===== src/rtl/dmem_arbiter_pkg.sv =====
// rv32_arb_pkg: shared types and constants for the dmem arbiter.
//   state_t    - arbiter FSM state encoding (IDLE/ACCESS/RESP)
//   PORT_CORE  - port index of the rv32 core load/store path
//   PORT_LOAD  - port index of the program/debug loader
package rv32_arb_pkg;

    typedef enum logic [1:0] {
        ST_IDLE   = 2'd0,
        ST_ACCESS = 2'd1,
        ST_RESP   = 2'd2
    } state_t;

    localparam logic PORT_CORE = 1'b0;
    localparam logic PORT_LOAD = 1'b1;

endpackage


===== src/rtl/dmem_arbiter_if.sv =====
// dmem_arbiter_if: requester-side and memory-side signals of the dmem arbiter.
//   req0/1, we0/1, addr0/1, wdata0/1 - requests from core (0) and loader (1)
//   ack0/1, rdata0/1                 - registered completion pulse and read data
//   mem_we, mem_addr, mem_wdata      - single-port synchronous memory controls
//   mem_rdata                        - memory read data, valid the cycle after the address edge
//   busy                             - arbiter not idle
//   slave  modport: arbiter side
//   master modport: requesters + memory side
interface dmem_arbiter_if #(
    parameter int AW = 10,
    parameter int DW = 32
);
    logic          req0;
    logic          req1;
    logic          we0;
    logic          we1;
    logic [AW-1:0] addr0;
    logic [AW-1:0] addr1;
    logic [DW-1:0] wdata0;
    logic [DW-1:0] wdata1;
    logic          ack0;
    logic          ack1;
    logic [DW-1:0] rdata0;
    logic [DW-1:0] rdata1;
    logic          mem_we;
    logic [AW-1:0] mem_addr;
    logic [DW-1:0] mem_wdata;
    logic [DW-1:0] mem_rdata;
    logic          busy;

    modport slave (
        input  req0, req1, we0, we1, addr0, addr1, wdata0, wdata1, mem_rdata,
        output ack0, ack1, rdata0, rdata1, mem_we, mem_addr, mem_wdata, busy
    );

    modport master (
        output req0, req1, we0, we1, addr0, addr1, wdata0, wdata1, mem_rdata,
        input  ack0, ack1, rdata0, rdata1, mem_we, mem_addr, mem_wdata, busy
    );

endinterface


===== src/rtl/dmem_arbiter_rr_pick2.sv =====
// rr_pick2: combinational 2-way round-robin picker.
//   ereq_i[1:0]   - effective requests (port 1, port 0)
//   last_i        - port that won the previous grant
//   grant_valid_o - at least one request present
//   winner_o      - selected port; on a tie the port other than last_i wins
module rr_pick2
    import rv32_arb_pkg::*;
(
    input  logic [1:0] ereq_i,
    input  logic       last_i,
    output logic       grant_valid_o,
    output logic       winner_o
);

    always_comb begin
        grant_valid_o = |ereq_i;
        winner_o      = PORT_CORE;
        case (ereq_i)
            2'b01:   winner_o = PORT_CORE;
            2'b10:   winner_o = PORT_LOAD;
            2'b11:   winner_o = ~last_i;
            default: winner_o = PORT_CORE;
        endcase
    end

endmodule


===== src/rtl/dmem_arbiter.sv =====
// dmem_arbiter: round-robin arbiter sharing a single-port synchronous-read
// data memory between the core (port 0) and the loader (port 1).
//   clk   - rising-edge clock
//   reset - asynchronous active-high reset
//   bus   - dmem_arbiter_if.slave: request/ack/rdata per port, memory controls, busy
// Each transaction: IDLE (grant + latch) -> ACCESS (memory cycle) -> RESP
// (capture mem_rdata) -> ack pulse in the following IDLE cycle.
module dmem_arbiter
    import rv32_arb_pkg::*;
#(
    parameter int AW = 10,
    parameter int DW = 32
) (
    input  logic           clk,
    input  logic           reset,
    dmem_arbiter_if.slave  bus
);

    state_t        state_q, state_d;
    logic          we_q, we_d;
    logic [AW-1:0] addr_q, addr_d;
    logic [DW-1:0] wdata_q, wdata_d;
    logic          owner_q, owner_d;
    logic          last_q, last_d;
    logic [1:0]    ack_q, ack_d;
    logic [DW-1:0] rdata0_q, rdata0_d;
    logic [DW-1:0] rdata1_q, rdata1_d;

    logic [1:0]    ereq;
    logic          grant_valid;
    logic          winner;

    // A port is ignored during its own ack cycle so a requester that is
    // still dropping req is not granted a second time.
    assign ereq = {bus.req1 & ~ack_q[1], bus.req0 & ~ack_q[0]};

    rr_pick2 u_pick (
        .ereq_i        (ereq),
        .last_i        (last_q),
        .grant_valid_o (grant_valid),
        .winner_o      (winner)
    );

    always_comb begin
        state_d  = state_q;
        we_d     = we_q;
        addr_d   = addr_q;
        wdata_d  = wdata_q;
        owner_d  = owner_q;
        last_d   = last_q;
        ack_d    = '0;
        rdata0_d = rdata0_q;
        rdata1_d = rdata1_q;
        case (state_q)
            ST_IDLE: begin
                if (grant_valid) begin
                    owner_d = winner;
                    last_d  = winner;
                    we_d    = (winner == PORT_LOAD) ? bus.we1    : bus.we0;
                    addr_d  = (winner == PORT_LOAD) ? bus.addr1  : bus.addr0;
                    wdata_d = (winner == PORT_LOAD) ? bus.wdata1 : bus.wdata0;
                    state_d = ST_ACCESS;
                end
            end
            ST_ACCESS: state_d = ST_RESP;
            ST_RESP: begin
                ack_d[owner_q] = 1'b1;
                if (!we_q) begin
                    if (owner_q == PORT_LOAD) rdata1_d = bus.mem_rdata;
                    else                      rdata0_d = bus.mem_rdata;
                end
                state_d = ST_IDLE;
            end
            default: state_d = ST_IDLE;
        endcase
    end

    always_ff @(posedge clk or posedge reset) begin
        if (reset) begin
            state_q  <= ST_IDLE;
            we_q     <= 1'b0;
            addr_q   <= '0;
            wdata_q  <= '0;
            owner_q  <= PORT_CORE;
            last_q   <= PORT_LOAD;
            ack_q    <= '0;
            rdata0_q <= '0;
            rdata1_q <= '0;
        end else begin
            state_q  <= state_d;
            we_q     <= we_d;
            addr_q   <= addr_d;
            wdata_q  <= wdata_d;
            owner_q  <= owner_d;
            last_q   <= last_d;
            ack_q    <= ack_d;
            rdata0_q <= rdata0_d;
            rdata1_q <= rdata1_d;
        end
    end

    // Address and data always reflect the latched request; only the write
    // enable is gated, so an async reset kills an in-flight write at once.
    assign bus.mem_we    = (state_q == ST_ACCESS) && we_q;
    assign bus.mem_addr  = addr_q;
    assign bus.mem_wdata = wdata_q;
    assign bus.busy      = (state_q != ST_IDLE);
    assign bus.ack0      = ack_q[0];
    assign bus.ack1      = ack_q[1];
    assign bus.rdata0    = rdata0_q;
    assign bus.rdata1    = rdata1_q;

endmodule


===== src/flat_wrapper.sv =====
// flat-port wrapper written by rule: the top's interface ports become plain ports
module dmem_arbiter_flat import rv32_arb_pkg::*;
#(
    parameter int AW = 10,
    parameter int DW = 32
)
  (clk, reset, bus_req0, bus_req1, bus_we0, bus_we1, bus_addr0, bus_addr1, bus_wdata0, bus_wdata1, bus_mem_rdata, bus_ack0, bus_ack1, bus_rdata0, bus_rdata1, bus_mem_we, bus_mem_addr, bus_mem_wdata, bus_busy);
  dmem_arbiter_if #(.AW(AW), .DW(DW)) bus_i ();
  input  logic clk;
  input  logic reset;
  input wire logic [$bits(bus_i.req0)-1:0] bus_req0;
  input wire logic [$bits(bus_i.req1)-1:0] bus_req1;
  input wire logic [$bits(bus_i.we0)-1:0] bus_we0;
  input wire logic [$bits(bus_i.we1)-1:0] bus_we1;
  input wire logic [$bits(bus_i.addr0)-1:0] bus_addr0;
  input wire logic [$bits(bus_i.addr1)-1:0] bus_addr1;
  input wire logic [$bits(bus_i.wdata0)-1:0] bus_wdata0;
  input wire logic [$bits(bus_i.wdata1)-1:0] bus_wdata1;
  input wire logic [$bits(bus_i.mem_rdata)-1:0] bus_mem_rdata;
  output wire logic [$bits(bus_i.ack0)-1:0] bus_ack0;
  output wire logic [$bits(bus_i.ack1)-1:0] bus_ack1;
  output wire logic [$bits(bus_i.rdata0)-1:0] bus_rdata0;
  output wire logic [$bits(bus_i.rdata1)-1:0] bus_rdata1;
  output wire logic [$bits(bus_i.mem_we)-1:0] bus_mem_we;
  output wire logic [$bits(bus_i.mem_addr)-1:0] bus_mem_addr;
  output wire logic [$bits(bus_i.mem_wdata)-1:0] bus_mem_wdata;
  output wire logic [$bits(bus_i.busy)-1:0] bus_busy;
  assign bus_i.req0 = bus_req0;
  assign bus_i.req1 = bus_req1;
  assign bus_i.we0 = bus_we0;
  assign bus_i.we1 = bus_we1;
  assign bus_i.addr0 = bus_addr0;
  assign bus_i.addr1 = bus_addr1;
  assign bus_i.wdata0 = bus_wdata0;
  assign bus_i.wdata1 = bus_wdata1;
  assign bus_i.mem_rdata = bus_mem_rdata;
  assign bus_ack0 = bus_i.ack0;
  assign bus_ack1 = bus_i.ack1;
  assign bus_rdata0 = bus_i.rdata0;
  assign bus_rdata1 = bus_i.rdata1;
  assign bus_mem_we = bus_i.mem_we;
  assign bus_mem_addr = bus_i.mem_addr;
  assign bus_mem_wdata = bus_i.mem_wdata;
  assign bus_busy = bus_i.busy;
  dmem_arbiter #(.AW(AW), .DW(DW)) u_core (.clk(clk), .reset(reset), .bus(bus_i));
endmodule

===== config.mk =====
export PLATFORM = sky130hd
export DESIGN_NAME = dmem_arbiter_flat
export DESIGN_NICKNAME = d
export VERILOG_FILES = /design/src/rtl/dmem_arbiter_pkg.sv /design/src/rtl/dmem_arbiter_if.sv /design/src/rtl/dmem_arbiter_rr_pick2.sv /design/src/rtl/dmem_arbiter.sv /design/src/flat_wrapper.sv
export SDC_FILE = /design/constraint.sdc
export NUM_CORES = 1
export LEC_CHECK = 0
export ABC_AREA = 1
export CAP_MARGIN = 25
export CORE_ASPECT_RATIO = 1.2
export CORE_UTILIZATION = 40
export DETAILED_ROUTE_END_ITERATION = 6
export HOLD_SLACK_MARGIN = 0.15
export PLACE_DENSITY = 0.77
export SLEW_MARGIN = 20
export SYNTH_ARGS = -nofsm -noshare
export SYNTH_HDL_FRONTEND = slang
export SYNTH_SLANG_ARGS = --single-unit

===== constraint.sdc =====
create_clock -name clk -period 4.9 [get_ports clk]
set_input_delay 1.47 -clock clk [delete_from_list [all_inputs] [get_ports clk]]
set_output_delay 1.47 -clock clk [all_outputs]
set_load 0.02 [all_outputs]

==> flow_summary.json, run 1 <==
{
  "post-route-util_pct": 64.6,
  "hold_viol": 0,
  "rows": 45,
  "cts_buffer_depth": 2,
  "rsz0062_at_grt": "no",
  "p_leak_nw": 4.15,
  "period_share_pct": 64.9,
  "p_sw_share_pct": 38.7,
  "slew_viol_final": 0,
  "final_area_um2": 8150,
  "vias_per_cell": 4.58,
  "dpl.hpwl_um": 9540,
  "arrival_ns": 3.52,
  "portBuffers": 231,
  "ys_ff_latch": 113,
  "final_cells": 1035,
  "cts_tree": "done",
  "gp_congestion": 0.770,
  "drive_above_1_share_pct": 6.66,
  "ctsHoldBuffers": 0,
  "cp.required_ns": 5.24,
  "grt.overflow.total": 0,
  "synth.net_count": 758,
  "syn_area_um2": 5160,
  "post-route-drc-count": 0,
  "die_h_um": 126,
  "placedInstanceArea_um2": 7530,
  "drtIter0Drc": 233,
  "power_density_nw_per_um2": 687,
  "root_buffer": "clkbuf_16",
  "path_cells": "clkdlybuf4s50_1, inv_1, nor2_4, buf_4, nand2_2, nand2_1, nand3_2, nand2_1",
  "fmax_mhz": 315,
  "clock_skew_ns": 0.00972,
  "cts_buffers": 17,
  "synth_cell_types": 21,
  "placed_cells_incl_taps": 1003,
  "clock_sinks": 113,
  "die_w_um": 106,
  "grt_pass1_vias": 4512,
  "post_cts_buffers": 0,
  "antenna_found_initial": 0,
  "antenna_left": 0,
  "slowest_delay_ns": 0.59,
  "first_pass_iters": 5,
  "clock_power_share_pct": 22.9,
  "worstSetupPathType": "in2reg",
  "critPathCaptureType": "flop",
  "grt_pass1_wl_um": 22300,
  "ctsResizeCount": 0,
  "grt_max_degree": 65,
  "combPwrFrac_pct": 47.3,
  "hold_class": "reg2reg",
  "crit_path_top_delay_cell": "nand2_2",
  "clkTransAtPathRegs_ns": 0.05,
  "synth.avg_cell_area_um2": 8.11,
  "fillers": 1094,
  "syn_inst": 636,
  "fin_nets": 980,
  "core_area_um2": 12600,
  "grt_util_all_layers_pct": 21.4,
  "die_area_um2": 13400,
  "clock_latency_ns": 0.41,
  "n_antenna_cell": 0,
  "p_int_mw": 3.43,
  "pwr-share-seq_pct": 29.8,
  "initial_core_util_pct": 40.9,
  "synth_warnings": 0,
  "vias": 4740,
  "status": "completed",
  "maxCapViolCount": 0,
  "start_kind": "input pin",
  "routedWlPerCell_um": 13.3,
  "tns_ns": 0,
  "hold_ws_ns": 0.466,
  "worst_pin_slew_ns": 0.822,
  "io_pins": 232,
  "fin_crit_ns": 3.18,
  "cpMostUsedCell": "nand2_1",
  "ir_worst_vdd_v": 0.000289,
  "area_growth_pct": 57.9,
  "setup_violations": 0,
  "ys_seq_area_share_pct": 54.8,
  "p_sw_mw": 2.16,
  "relSlewSlack_pct": 45.0,
  "critPathMaxFanout": 44,
  "cts.htree.levels": 4,
  "wl_um": 13700
}
[layout make-up]
type / count / area (um^2) / share of cell area (%)
multi-input cells: 361 / 1660 / 20.3
inverters: 129 / 487 / 5.97
clock inverters: 14 / 190 / 2.33
well taps: 164 / 205 / 2.52
clock buffers: 18 / 429 / 5.27
repair buffers: 236 / 2350 / 28.8
flip-flops and latches: 113 / 2830 / 34.7
[per-stage QoR]
stage | worst slack [ns] | power [mW]
final | 1.72 | 5.59
after global routing | 1.47 | 5.94
after CTS | 1.69 | 5.65
after detailed placement | 1.30 | 4.35
after global placement | 1.32 | 4.29
after floorplan | 0.444 | 3.13
[placed cells by master (no fill, tap or decap), drive strengths merged, types with 2 or more instances in the layout]
cell type      instances
clkdlybuf4s50        231
nand2                200
inv                  129
dfrtp                112
nand3                 89
o21ai                 65
clkbuf                18
clkinv                 8
buf                    5
nor2                   5
bufinv                 4
clkinvlp               2
[final timing paths]
kind	cells past startpoint	slack, ns	from	end
min in group asynchronous	2	1.54	reset	u_core.bus.rdata0[26]
min	2	0.47	u_core.last_q	u_core.last_q
max reg2reg	6	2.86	u_core.ack_q[1]	u_core.bus.mem_wdata[10]
min reg2reg	2	0.47	u_core.last_q	u_core.last_q
max	8	1.72	bus_req1	u_core.bus.mem_wdata[10]
max in group asynchronous	3	2.50	reset	u_core.bus.mem_addr[6]
[synthesized netlist by cell type]
| cell type | instances | area (um^2) |
|---|---|---|
| nand2_1 | 198 | 743 |
| inv_1 | 126 | 473 |
| dfrtp_1 | 112 | 2800 |
| nand3_1 | 77 | 385 |
| o21ai_1 | 64 | 320 |
| buf_2 | 23 | 115 |
| nand3_2 | 10 | 100 |
| buf_6 | 4 | 45.0 |
| clkbuf_1 | 3 | 11.3 |
| inv_2 | 3 | 11.3 |
| nor2_1 | 3 | 11.3 |
| nand2_2 | 2 | 12.5 |
| nand3_4 | 2 | 35.0 |
| nor2_4 | 2 | 22.5 |
| a21oi_2 | 1 | 8.76 |
| buf_1 | 1 | 3.75 |
| buf_4 | 1 | 7.51 |
| buf_8 | 1 | 15.0 |
| dfstp_2 | 1 | 26.3 |
| nor3_1 | 1 | 5.00 |
| o21ai_0 | 1 | 5.00 |
[state kept, by name, summed over array words and instances (netlist names)]
register and count:
u_core.ack_q 2, u_core.bus.mem_addr 10, u_core.bus.mem_wdata 32, u_core.bus.rdata0 32, u_core.bus.rdata1 32, u_core.last_q 1
u_core.owner_q 1, u_core.state_q 2, u_core.we_q 1
[per-layer routing]
metal / GRT usage, % / up-vias / share of wire (%)
met5: 0 / - / 0
met4: 12.1 / 0 / 3.6
met3: 4.98 / 33 / 5.4
met2: 34.3 / 158 / 49
met1: 26.7 / 2160 / 42
li1: - / 2389 / -
[kinds of logic after synthesis]
kind of cell,Yosys count,share of synthesized area [%]
flip-flops,113,54.8
buffers and inverters,162,13.2
AO/OA/AOI/OAI,66,6.47
AND/OR/NAND/NOR,295,25.5
[critical path, delay by kind of cell]
| kind | cells | cell delay [ns] |
|---|---|---|
| buf+inv | 3 | 0.92 |
| simple gates | 5 | 1.09 |
[power groups by stage]
stage / registers [mW] / logic (mW) / clock network (mW)
6_report: 1.67 / 2.64 / 1.28
2_1_floorplan: 2.21 / 0.926 / 0
3_5_place_dp: 1.67 / 2.68 / 0
3_3_place_gp: 1.66 / 2.63 / 0
5_1_grt: 1.72 / 2.88 / 1.34
4_1_cts: 1.67 / 2.68 / 1.30
Note: power is estimated with default switching activity, not from simulation.
==> inputs of run 2 (changes only) <==
--- a/config.mk
+++ b/config.mk
@@ -8,7 +8,7 @@
 export ABC_AREA = 1
 export CAP_MARGIN = 25
 export CORE_ASPECT_RATIO = 1.2
-export CORE_UTILIZATION = 40
+export CORE_UTILIZATION = 38
 export DETAILED_ROUTE_END_ITERATION = 6
 export HOLD_SLACK_MARGIN = 0.15
 export PLACE_DENSITY = 0.77
==> constraint.sdc (replaced) <==
create_clock -name clk -period 2.79 [get_ports clk]
set_input_delay 0.837 -clock clk [delete_from_list [all_inputs] [get_ports clk]]
set_output_delay 0.837 -clock clk [all_outputs]
set_load 0.02 [all_outputs]
==> run 2 against run 1 <==
  * Register-to-register slack lost 1.7 ns
  * Die area grew 5.2%
  * Cell area grew 0.61%
  * Via count shrank 1.4%
  * Combinational power grew 78%
  * Global-route usage shrank 0.95 points
  * Utilization shrank 2.7 points
==> flow_summary.json, run 2 (synthesized netlist as in run 1, its figures left out) <==
{
  "status": "completed",
  "ctsHoldBuffers": 0,
  "die_h_um": 130,
  "cts_buffers": 17,
  "p_leak_nw": 4.17,
  "grt_util_all_layers_pct": 20.5,
  "n_antenna_cell": 0,
  "post-route-util_pct": 61.9,
  "post-route-drc-count": 0,
  "grt.met1_usage_pct": 23.5,
  "clock_sinks": 113,
  "vias_per_cell": 4.50,
  "hold_ws_ns": 0.468,
  "dpl.hpwl_um": 9640,
  "grt_busiest_layer": "met2",
  "post_cts_buffers": 0,
  "antenna_found_initial": 0,
  "grt_use_met3_pct": 5.08,
  "cts_buffer_depth": 2,
  "path_cells": "inv_2, nor3_1, clkdlybuf4s50_1",
  "core_area_um2": 13200,
  "drive_above_1_share_pct": 6.66,
  "die_w_um": 108,
  "period_share_pct": 90.3,
  "first_pass_iters": 4,
  "worst_pin_slew_ns": 0.747,
  "tns_ns": 0,
  "hold_class": "reg2reg",
  "r2r_slack_ns": 1.14,
  "cts_tree": "done",
  "final_cells": 1039,
  "grt_pass1_vias": 4651,
  "routedWlPerCell_um": 13.3,
  "relSlewSlack_pct": 50.1,
  "hold_viol": 0,
  "ir_worst_vdd_v": 0.000562,
  "clkTransAtPathRegs_ns": 0.05,
  "slowest_delay_ns": 0.65,
  "fmax_mhz": 397,
  "die_area_um2": 14100,
  "final_cell_mix": "231 x clkdlybuf4s50_1, 198 x nand2_1, 125 x inv_1",
  "rsz0062_at_grt": "no",
  "critPathCaptureType": "output port",
  "critPathMaxFanout": 3,
  "cts.htree.levels": 4,
  "final_area_um2": 8200,
  "rows": 46,
  "drtIter0Drc": 184,
  "fin_crit_ns": 2.52,
  "crit_path_top_delay_cell": "clkdlybuf4s50_1",
  "grt_max_degree": 114,
  "area_growth_pct": 58.9,
  "power_density_nw_per_um2": 1210,
  "multiInputGateArea_um2": 1660,
  "placed_cells_incl_taps": 1008,
  "root_buffer": "clkbuf_16",
  "wl_um": 13800,
  "setup_violations": 0,
  "start_kind": "flop",
  "io_pins": 232,
  "grt.overflow.total": 0,
  "worstSetupPathType": "reg2out",
  "final_common_cell": "clkdlybuf4s50_1",
  "fillers": 1166,
  "antenna_left": 0,
  "slew_viol_final": 0,
  "clock_latency_ns": 0.41,
  "ctsResizeCount": 0,
  "cp.required_ns": 1.95,
  "initial_core_util_pct": 39.0,
  "clock_skew_ns": 0.00589,
  "grt_pass1_wl_um": 22300,
  "regArea_um2": 2830,
  "fin_nets": 981,
  "grt_util_met2_pct": 35.1,
  "placedInstanceArea_um2": 7580,
  "arrival_ns": 1.68,
  "gp_congestion": 0.783,
  "portBuffers": 231,
  "maxCapViolCount": 0,
  "vias": 4675
}
-- run 2: changes by cell type in the layout (fill, tap and decap cells not counted), sizes merged --
cell / previous run / this run
inv: 129 / 128
clkbuf: 18 / 20
clkinv: 8 / 6
buf: 5 / 6
-- run 2: cell type report --
cell class,instances,share of cell area (%)
clock buffers,20,5.57
inverters,129,5.95
well taps,168,2.56
multi-input cells,361,20.2
repair buffers,237,29.2
clock inverters,11,1.97
flip-flops and latches,113,34.5
-- run 2: where the power goes --
part           switching [mW]  internal (mW)  leakage [nW]
combinational            2.61           2.09          2.49
clock                   0.732           1.53         0.305
sequential              0.455           2.48          1.38
total                    3.79           6.09          4.17
-- run 2: critical path, delay by kind of cell, from the launching register on --
| kind | cells | cell delay [ns] |
|---|---|---|
| buf+inv | 2 | 0.71 |
| simple gates | 1 | 0.17 |
| flops | 1 | 0.39 |
-- run 2: final timing paths --
check,startpoint,to,cells past startpoint
setup / recovery,u_core.state_q[0],bus_mem_we,3
hold / removal,u_core.state_q[1],u_core.state_q[1],1
setup reg to reg,u_core.state_q[0],u_core.bus.rdata0[25],4
hold reg to reg,u_core.state_q[1],u_core.state_q[1],1
max in group asynchronous,reset,u_core.bus.rdata1[4],3
min in group asynchronous,reset,u_core.bus.rdata0[21],3
-- run 2: per-layer routing --
metal / up-vias / share of wire [%]
met2: 158 / 50
met1: 2096 / 41
met3: 39 / 5.7
met4: 0 / 3.7
met5: - / 0
li1: 2382 / -
-- run 2: stage by stage --
step           total power [mW]  worst slack (ns)
2_1_floorplan              5.50             0.582
3_3_place_gp               7.58             0.348
3_5_place_dp               7.69             0.272
4_1_cts                    9.99             0.238
5_1_grt                    10.5             0.174
6_report                   9.89             0.270
